[config.mk]
export PLATFORM = sky130hd
export DESIGN_NAME = fifo_bit_serializer_flat
export DESIGN_NICKNAME = d
export VERILOG_FILES = /design/src/rtl/fifo_bit_serializer_pkg.sv /design/src/rtl/fifo_bit_serializer_if.sv /design/src/rtl/fifo_bit_serializer_symbol_timer.sv /design/src/rtl/fifo_bit_serializer.sv /design/src/flat_wrapper.sv
export SDC_FILE = /design/constraint.sdc
export NUM_CORES = 1
export LEC_CHECK = 0
export CAP_MARGIN = 10
export CELL_PAD_IN_SITES_DETAIL_PLACEMENT = 2
export CELL_PAD_IN_SITES_GLOBAL_PLACEMENT = 2
export CORE_MARGIN = 5
export CORE_UTILIZATION = 30
export CTS_BUF_LIST = sky130_fd_sc_hd__clkbuf_8
export CTS_CLUSTER_DIAMETER = 120
export DETAILED_ROUTE_END_ITERATION = 10
export GPL_ROUTABILITY_DRIVEN = 0
export PLACE_DENSITY = 0.73
export SYNTH_ARGS = -nofsm -noshare
export SYNTH_HDL_FRONTEND = slang
export SYNTH_SLANG_ARGS = --single-unit
export TNS_END_PERCENT = 1
[constraint.sdc]
create_clock -name clk -period 2.4 [get_ports clk]
set_clock_uncertainty 0.15 [all_clocks]
set_input_delay 0.48 -clock clk [delete_from_list [all_inputs] [get_ports clk]]
set_output_delay 0.48 -clock clk [all_outputs]
set_load 0.05 [all_outputs]
[src/rtl/fifo_bit_serializer_pkg.sv]
// Shared types and defaults for the BPSK transmit serializer.
package bpsk_pkg;

    typedef enum logic {IDLE, SHIFT} ser_state_t;

    localparam int UNIT_SIZE_DEF = 8;

endpackage

[src/rtl/fifo_bit_serializer_if.sv]
// Show-ahead FIFO read port: the serializer side pops, the FIFO side presents head data.
interface fifo_bit_serializer_if #(
    parameter int UNIT_SIZE = 8
);
    logic                 fifo_valid;
    logic [UNIT_SIZE-1:0] fifo_data;
    logic                 fifo_pop;

    modport master (
        input  fifo_valid,
        input  fifo_data,
        output fifo_pop
    );

    modport slave (
        output fifo_valid,
        output fifo_data,
        input  fifo_pop
    );
endinterface

[src/rtl/fifo_bit_serializer_symbol_timer.sv]
// Clocks-per-bit divider: counts 0..SYMBOL_DIV-1 while running, ticks on the wrap clock.
module fifo_bit_serializer_symbol_timer #(
    parameter int SYMBOL_DIV = 4,
    parameter int DIV_W      = $clog2(SYMBOL_DIV) + 1
) (
    input  logic clk,
    input  logic n_rst,
    input  logic run,
    input  logic clear,
    output logic tick
);
    logic [DIV_W-1:0] div_cnt_reg;

    assign tick = run && (div_cnt_reg == DIV_W'(SYMBOL_DIV - 1));

    always_ff @(posedge clk or negedge n_rst) begin
        if (!n_rst) begin
            div_cnt_reg <= '0;
        end else if (clear) begin
            div_cnt_reg <= '0;
        end else if (run) begin
            if (tick) begin
                div_cnt_reg <= '0;
            end else begin
                div_cnt_reg <= div_cnt_reg + DIV_W'(1);
            end
        end
    end
endmodule

[src/rtl/fifo_bit_serializer.sv]
// Pops words from a show-ahead FIFO and emits them as a bit stream with
// symbol strobe and BPSK phase select; consecutive words run back to back.
module fifo_bit_serializer
    import bpsk_pkg::*;
#(
    parameter int UNIT_SIZE  = UNIT_SIZE_DEF,
    parameter int SYMBOL_DIV = 4,
    parameter int MSB_FIRST  = 1,
    parameter int DIFF_ENC   = 0
) (
    input  logic                   clk,
    input  logic                   n_rst,
    input  logic                   en,
    fifo_bit_serializer_if.master  fifo_bus,
    output logic                   bit_out,
    output logic                   bit_strobe,
    output logic                   phase,
    output logic                   byte_done,
    output logic                   tx_active
);
    localparam int BIT_W = $clog2(UNIT_SIZE) + 1;

    ser_state_t           state_reg;
    logic [UNIT_SIZE-1:0] shreg_reg;
    logic [BIT_W-1:0]     bit_cnt_reg;
    logic                 bit_out_reg;
    logic                 strobe_reg;
    logic                 phase_reg;

    logic                 tick;
    logic                 in_shift;
    logic                 last_clk;
    logic                 load_req;
    logic                 pop;
    logic [UNIT_SIZE-1:0] shreg_next;
    logic                 load_bit;
    logic                 shift_bit;

    assign in_shift = (state_reg == SHIFT);
    assign last_clk = tick && (bit_cnt_reg == BIT_W'(UNIT_SIZE - 1));
    assign load_req = ((state_reg == IDLE) && en) || last_clk;
    // Gated by n_rst so the FIFO never advances while the serializer is held in reset.
    assign pop      = load_req && fifo_bus.fifo_valid && en && n_rst;

    assign fifo_bus.fifo_pop = pop;
    assign bit_out    = bit_out_reg;
    assign bit_strobe = strobe_reg;
    assign phase      = phase_reg;
    assign byte_done  = last_clk;
    assign tx_active  = in_shift;

    always_comb begin
        shreg_next = shreg_reg;
        load_bit   = 1'b0;
        shift_bit  = 1'b0;
        if (MSB_FIRST != 0) begin
            shreg_next = shreg_reg << 1;
            load_bit   = fifo_bus.fifo_data[UNIT_SIZE-1];
            shift_bit  = shreg_next[UNIT_SIZE-1];
        end else begin
            shreg_next = shreg_reg >> 1;
            load_bit   = fifo_bus.fifo_data[0];
            shift_bit  = shreg_next[0];
        end
    end

    fifo_bit_serializer_symbol_timer #(
        .SYMBOL_DIV (SYMBOL_DIV)
    ) u_symbol_timer (
        .clk   (clk),
        .n_rst (n_rst),
        .run   (in_shift),
        .clear (pop),
        .tick  (tick)
    );

    // The head of shreg_reg is always the bit currently on bit_out.
    always_ff @(posedge clk or negedge n_rst) begin
        if (!n_rst) begin
            state_reg   <= IDLE;
            shreg_reg   <= '0;
            bit_cnt_reg <= '0;
            bit_out_reg <= 1'b0;
            strobe_reg  <= 1'b0;
            phase_reg   <= 1'b0;
        end else if (pop) begin
            state_reg   <= SHIFT;
            shreg_reg   <= fifo_bus.fifo_data;
            bit_cnt_reg <= '0;
            bit_out_reg <= load_bit;
            strobe_reg  <= 1'b1;
            phase_reg   <= (DIFF_ENC != 0) ? (phase_reg ^ load_bit) : load_bit;
        end else if (last_clk) begin
            // Nothing to send next: drop the line; phase keeps its last value.
            state_reg   <= IDLE;
            bit_cnt_reg <= '0;
            bit_out_reg <= 1'b0;
            strobe_reg  <= 1'b0;
        end else if (in_shift && tick) begin
            shreg_reg   <= shreg_next;
            bit_cnt_reg <= bit_cnt_reg + BIT_W'(1);
            bit_out_reg <= shift_bit;
            strobe_reg  <= 1'b1;
            phase_reg   <= (DIFF_ENC != 0) ? (phase_reg ^ shift_bit) : shift_bit;
        end else begin
            strobe_reg  <= 1'b0;
        end
    end
endmodule
[src/flat_wrapper.sv]
// flat-port wrapper written by rule: the top's interface ports become plain ports
module fifo_bit_serializer_flat import bpsk_pkg::*;
#(
    parameter int UNIT_SIZE  = UNIT_SIZE_DEF,
    parameter int SYMBOL_DIV = 4,
    parameter int MSB_FIRST  = 1,
    parameter int DIFF_ENC   = 0
)
  (clk, n_rst, en, bit_out, bit_strobe, phase, byte_done, tx_active, fifo_bus_fifo_valid, fifo_bus_fifo_data, fifo_bus_fifo_pop);
  fifo_bit_serializer_if #(.UNIT_SIZE(UNIT_SIZE)) fifo_bus_i ();
  input  logic clk;
  input  logic n_rst;
  input  logic en;
  output logic bit_out;
  output logic bit_strobe;
  output logic phase;
  output logic byte_done;
  output logic tx_active;
  input wire logic [$bits(fifo_bus_i.fifo_valid)-1:0] fifo_bus_fifo_valid;
  input wire logic [$bits(fifo_bus_i.fifo_data)-1:0] fifo_bus_fifo_data;
  output wire logic [$bits(fifo_bus_i.fifo_pop)-1:0] fifo_bus_fifo_pop;
  assign fifo_bus_i.fifo_valid = fifo_bus_fifo_valid;
  assign fifo_bus_i.fifo_data = fifo_bus_fifo_data;
  assign fifo_bus_fifo_pop = fifo_bus_i.fifo_pop;
  fifo_bit_serializer #(.UNIT_SIZE(UNIT_SIZE), .SYMBOL_DIV(SYMBOL_DIV), .MSB_FIRST(MSB_FIRST), .DIFF_ENC(DIFF_ENC)) u_core (.clk(clk), .n_rst(n_rst), .en(en), .fifo_bus(fifo_bus_i), .bit_out(bit_out), .bit_strobe(bit_strobe), .phase(phase), .byte_done(byte_done), .tx_active(tx_active));
endmodule
==> results.cfg <==
[run_status]
run_status = complete, no violations

[synthesis]
synthDistinctLibCells = 31
synth_top_area_share = 0.4706
asyncSetResetFlopFracSynth = 1.000
synth_area_per_cell_sq_um = 11.26
netlist_area_sq_um = 957.2
yosys-top-cells-count = sky130_fd_sc_hd__dfrtp_1 (18), sky130_fd_sc_hd__a21oi_1 (10), sky130_fd_sc_hd__nand2_1 (8)
synthesis.instances = 85
ys_seq_elements = 18
synth_flop_cell = sky130_fd_sc_hd__dfrtp_1
yosys.area.top_type = sky130_fd_sc_hd__dfrtp_1
yosys_warnings = 0
synthesis.nets = 99
synth_enable_flop_cells = 0
synth_top_cells_by_area = sky130_fd_sc_hd__dfrtp_1 (47%), sky130_fd_sc_hd__mux2i_1 (7.3%), sky130_fd_sc_hd__a21oi_1 (5.2%)
most_numerous_cell_in_the_yosys_netlist = sky130_fd_sc_hd__dfrtp_1
synth_sequential_area_ratio = 0.4706

[cells_and_area]
largest_register_ff_count = 7
final_net_count = 130
num_antenna_cells = 0
num-fill-cells = 343
syn_to_final_growth_pct = 37.91
post_route_cells_drive_above_1_share = 0.2783
non_filler_cells_final = 159

[route]
first_pass_iters = 2
detail_route.wirelength_um = 2484
route.detailed.wl_per_inst_um = 15.62
avgViaCountPerCell = 4.843
vias = 770
drc = 0
initialDrtViolationCount = 18
number_of_nets_with_antenna_violations_after_detailed_routing = 0

[global_routing]
gr-usage-all-layers = 0.1329
grt_util_met2 = 0.2392
grt_busiest_layer = met2
grt_first_pass_wirelength_um = 4429
use_met1 = 0.1556
grt_antenna_before_repair = 0
grt_use_met3 = 0.02024
first_global_vias = 902
grt_start_max_net_pins = 11
globalRouteOverflowTotal = 0

[floorplan]
die_width_um = 66.49
die_height_um = 66.49
starting_utilization_of_the_core_area = 0.3135
design.die.area_sq_um = 4420
core-area_sq_um = 3053
core.rowCount = 20
ioPinCount = 18

[sta]
period_needed_ps = 2310
report.final.setup_viol = 0
post-route-period-util = 0.9623
timing.max_slew.rel_slack = 0.6684
hold_viol_final = 0
fmax_mhz = 433.0
max_slew.worst_pin.slew_ps = 495.9
fin_tns_setup_ps = 0
drv_slew = 0
unrepaired_setup_endpoints_after_global_routing = no

[worst_hold_path]
worst_hold_path_type = flip-flop to flip-flop

[clocking]
h-tree-depth = 1
clkLatencyLatePin_ps = 250
cts_inserted_buffers = 3
clock_tree_from_tritoncts = built
clk_root_buffer_cell = sky130_fd_sc_hd__clkbuf_8
clock_sinks = 18
clock_path_buffers = 2
cts.reportedPaths.clkPinSlew_ps = 70

[critical_path]
worst-setup-path-type = input pin to primary output
regToRegSetupSlack_ps = 290
cp-start-kind = input pin
cp_data_required_time_ps = 1770
end_kind = primary output
worstPathMaxFanout = 3
critPathArrivalTime_ps = 1680

[place]
placed_cells_incl_taps = 154
numPortBuffers = 17
dpl.hpwl_um = 2013

[job]
max_cap_violations = 0

[pwr]
p_leak_uw = 0.0005561
totalPowerFinal_uw = 1511
cellPowerDensity_nw_per_um2 = 1144
max_rail_drop_vdd_v = 0.0004200
## stage by stage
step                      instance area (sq um)  setup slack (ps)  hold WS [ps]  utilization
final                                      1320             90.48         364.2       0.4324
after global routing                       1320             15.83         404.5       0.4324
after CTS                                  1316             37.92         376.3       0.4311
after detailed placement                   1251             11.08         362.4       0.4098
after global placement                     1251             33.98         347.1       0.4098
after floorplan                           957.2             108.4         34.41            -
## power breakdown
group          total, uW  leakage, uW  internal (uW)  switching (uW)
clock network        252    0.0000288            146             106
logic                719     0.000314            296             423
registers            539     0.000214            434             106
total               1510     0.000556            875             635
## layout by cell type (no fill, tap or decap), types with 3 or more instances in the layout
cell type and n:
sky130_fd_sc_hd__a21oi_2 4, sky130_fd_sc_hd__buf_4 11, sky130_fd_sc_hd__nand2_1 8, sky130_fd_sc_hd__o21ai_0 4, sky130_fd_sc_hd__dfrtp_1 18, sky130_fd_sc_hd__nand3_1 4, sky130_fd_sc_hd__clkdlybuf4s50_1 15, sky130_fd_sc_hd__inv_1 3
sky130_fd_sc_hd__mux2i_1 7, sky130_fd_sc_hd__nor2_1 3, sky130_fd_sc_hd__clkbuf_8 4, sky130_fd_sc_hd__a21oi_1 10
## metal layers
layer	vias up	routed length [um]
met5	-	0
met3	4	80
li1	364	-
met1	384	1057
met2	18	1312
met4	0	34
## logic make-up (layout without fill, tap and decap cells)
family / Yosys count / count (layout) / share of synthesized area
compound gates: 22 / 22 / 0.1660
xor+xnor: 1 / 1 / 0.009152
fa+ha+maj: 2 / 2 / 0.02614
buf+inv: 6 / 36 / 0.04706
flops: 18 / 18 / 0.4706
mux: 9 / 9 / 0.1007
simple gates: 27 / 27 / 0.1804
## repair_timing
action / in CTS / in global routing
pin swaps: 1 / 1
buffers inserted: 1 / 0
hold buffers: 0 / 0
gates resized for setup: 1 / 1
endpoints found under the setup margin: 1 / 1
## path summary, 6_finish.rpt
path	depth (start not counted)	end	startpoint
worst min register to register	1	u_core.u_symbol_timer.div_cnt_reg[0]	u_core.u_symbol_timer.div_cnt_reg[0]
min in group asynchronous	2	u_core.bit_cnt_reg[3]	n_rst
worst max register to register	6	u_core.shreg_reg[1]	u_core.bit_cnt_reg[0]
max in group asynchronous	3	u_core.u_symbol_timer.div_cnt_reg[0]	n_rst
worst min-delay path	1	u_core.u_symbol_timer.div_cnt_reg[0]	u_core.u_symbol_timer.div_cnt_reg[0]
worst max-delay path	5	fifo_bus_fifo_pop	n_rst
## area by class of cell
type                            instances  area (sq um)  share of cell area
Tap cell                               44         55.05             0.04171
Inverter                                3         11.26            0.008531
Sequential cell                        18         450.4              0.3412
Multi-Input combinational cell         61         464.2              0.3517
Clock buffer                            4         55.05             0.04171
Timing Repair Buffer                   29         284.0              0.2152
## critical path: stages
cell                              delay (ps)
sky130_fd_sc_hd__clkdlybuf4s50_1         510
sky130_fd_sc_hd__nand2_1                 110
sky130_fd_sc_hd__o31ai_4                 300
sky130_fd_sc_hd__buf_6                   150
sky130_fd_sc_hd__buf_12                  120
Note: power is estimated with default switching activity, not from simulation.
==> edit (config.mk and constraints unchanged) <==
Register the outputs `byte_done` and `tx_active`, without a reset; this adds one clock of latency there. The other outputs are not delayed to match.
--- a/src/rtl/fifo_bit_serializer.sv
+++ b/src/rtl/fifo_bit_serializer.sv
@@ -46,8 +46,10 @@
     assign bit_out    = bit_out_reg;
     assign bit_strobe = strobe_reg;
     assign phase      = phase_reg;
-    assign byte_done  = last_clk;
-    assign tx_active  = in_shift;
+    always_ff @(posedge clk) begin
+        byte_done <= last_clk;
+        tx_active <= in_shift;
+    end
 
     always_comb begin
         shreg_next = shreg_reg;
Check against the original RTL: not equivalent (a bounded check fails within 4 cycles, from zero or initial values and one cycle with n_rst low).
==> edit against the unedited design <==
  * Area after synthesis fell by 0.13%
  * Setup slack improved by 0.036 ns
  * Cell area fell by 2.8%
  * Critical path type is now flip-flop to output port
  * Sequential cell count rose by 2
  * Power rose by 2.4%
  * Wire length fell by 7.1%
  * Synthesized cell count fell by 4.7%
  * Via count fell by 9.4%
==> edit: results <==
[timing]
worst_slew_pin_slew_ns = 0.5276

[global_route]
grt_first_pass_wirelength_um = 3815
grt.total_usage = 0.1192
grt_pass1_vias = 779
grt_antenna_before_repair = 0
grt_max_degree = 19

[yosys]
ys_warn_count = 0
ys_seq_area_frac = 0.5131
ys.flop_type = dfrtp_1
synth_nets = 95
syn_avg_cell_area_um2 = 11.80
synth_common_cells = 18 x dfrtp_1, 10 x nand2_1, 8 x mux2_4
synth_area_leaders = dfrtp_1 47%, mux2_4 13%, mux2_2 4.7%
yosysUniqueCellTypes = 27
synth-async-reset-ratio = 0.9000

[cts]
cts_made_buffers = 3
insertion_delay_ns = 0.26
clk_pin_slew_ns = 0.07
cts_max_level = 1
cts_root_buf = clkbuf_8

[critical_path]
r2r_setup_slack_ns = 0.45
crit_fanout = 4
crit_arrival_ns = 1.64

[power_and_ir_drop]
ir_drop_v = 0.0004328
cellLeakagePower_nw = 0.6034

[route]
viasPerCell = 4.653
first_iter_violations = 12
wl_per_cell_um = 15.39
firstDrtPassIters = 2

[min_path]
hold_path_class = flip-flop to flip-flop

[place]
dp_cells = 144
hpwl_um = 1689

[final_layout]
fin_cells = 150
n_antenna_cell = 0
largest_reg_flops = 7
drive_above_1_share = 0.2547
nFillCells = 342
layout.nets = 121

[status]
status = completed
-- edit: cell types whose count changed in the layout (fill, tap and decap cells not counted), moves of 4 or more --
cell,unedited run,this run
buf_4,11,7
a21oi_1,10,1
mux2i_1,7,2
a21oi_2,4,0
mux2_4,1,8
mux2_2,0,4
-- edit: what timing repair did --
item                       4_1_cts  5_1_grt
resized for setup                0        2
setup buffers                    0        2
setup endpoints to repair        0        1
-- edit: cell type report --
cell class	instances	share of cell area
Multi-Input combinational cell	54	0.3385
Inverter	4	0.01171
Tap cell	44	0.04293
Timing Repair Buffer	24	0.1815
Clock buffer	4	0.04293
Sequential cell	20	0.3824
-- edit: final timing paths --
path / from / end / cells after the start
min reg2reg: u_core.bit_cnt_reg[3] / u_core.bit_cnt_reg[3] / 1
max in group asynchronous: n_rst / u_core.bit_cnt_reg[0] / 2
min: u_core.bit_cnt_reg[3] / u_core.bit_cnt_reg[3] / 1
max: u_core.bit_cnt_reg[0] / fifo_bus_fifo_pop / 6
max reg2reg: u_core.bit_cnt_reg[0] / u_core.shreg_reg[5] / 6
min in group asynchronous: n_rst / u_core.in_shift / 2
-- edit: cell families after synthesis --
| family | count (synthesis) | share of synthesized area |
|---|---|---|
| DFF | 20 | 0.5131 |
| muxes | 14 | 0.1937 |
| adders and majority gates | 2 | 0.02617 |
| and+or+nand+nor | 26 | 0.1401 |
| xor gates and xnor gates | 1 | 0.009164 |
| AOI/OAI and AO/OA | 11 | 0.07329 |
| buffers and inverters | 7 | 0.04449 |
-- edit: worst max-delay path: stages, from the launching register on --
cell	delay [ns]
dfrtp_1	0.38
ha_1	0.18
nand3b_1	0.20
o21ai_4	0.23
nand2b_1	0.10
inv_1	0.14
buf_12	0.15
-- edit: per-stage QoR --
step / total power, mW / hold slack [ns] / cell area [µm²] / setup WS, ns
CTS: 1.532 / 0.3726 / 1256 / 0.008163
global placement: 1.219 / 0.3400 / 1201 / 0.2169
detailed placement: 1.259 / 0.3591 / 1201 / 0.2248
global route: 1.651 / 0.3902 / 1282 / 0.008124
finish: 1.546 / 0.3694 / 1282 / 0.1266
floorplan: 1.074 / 0.03441 / 955.9 / 0.2728
-- edit: layer usage --
metal  wire length [µm]  GRT usage  vias to the layer above
met1                944     0.1429                      353
met4                 21    0.04569                        0
met3                 82    0.02698                        4
li1                   -          -                      328
met2               1260     0.2057                       13
met5                  0          0                        -
-- edit: report_power, final --
| part | switching [mW] | leakage, nW | internal, mW |
|---|---|---|---|
| clock network | 0.114 | 0.0288 | 0.146 |
| registers | 0.104 | 0.244 | 0.474 |
| logic | 0.353 | 0.330 | 0.355 |
| total | 0.571 | 0.603 | 0.975 |
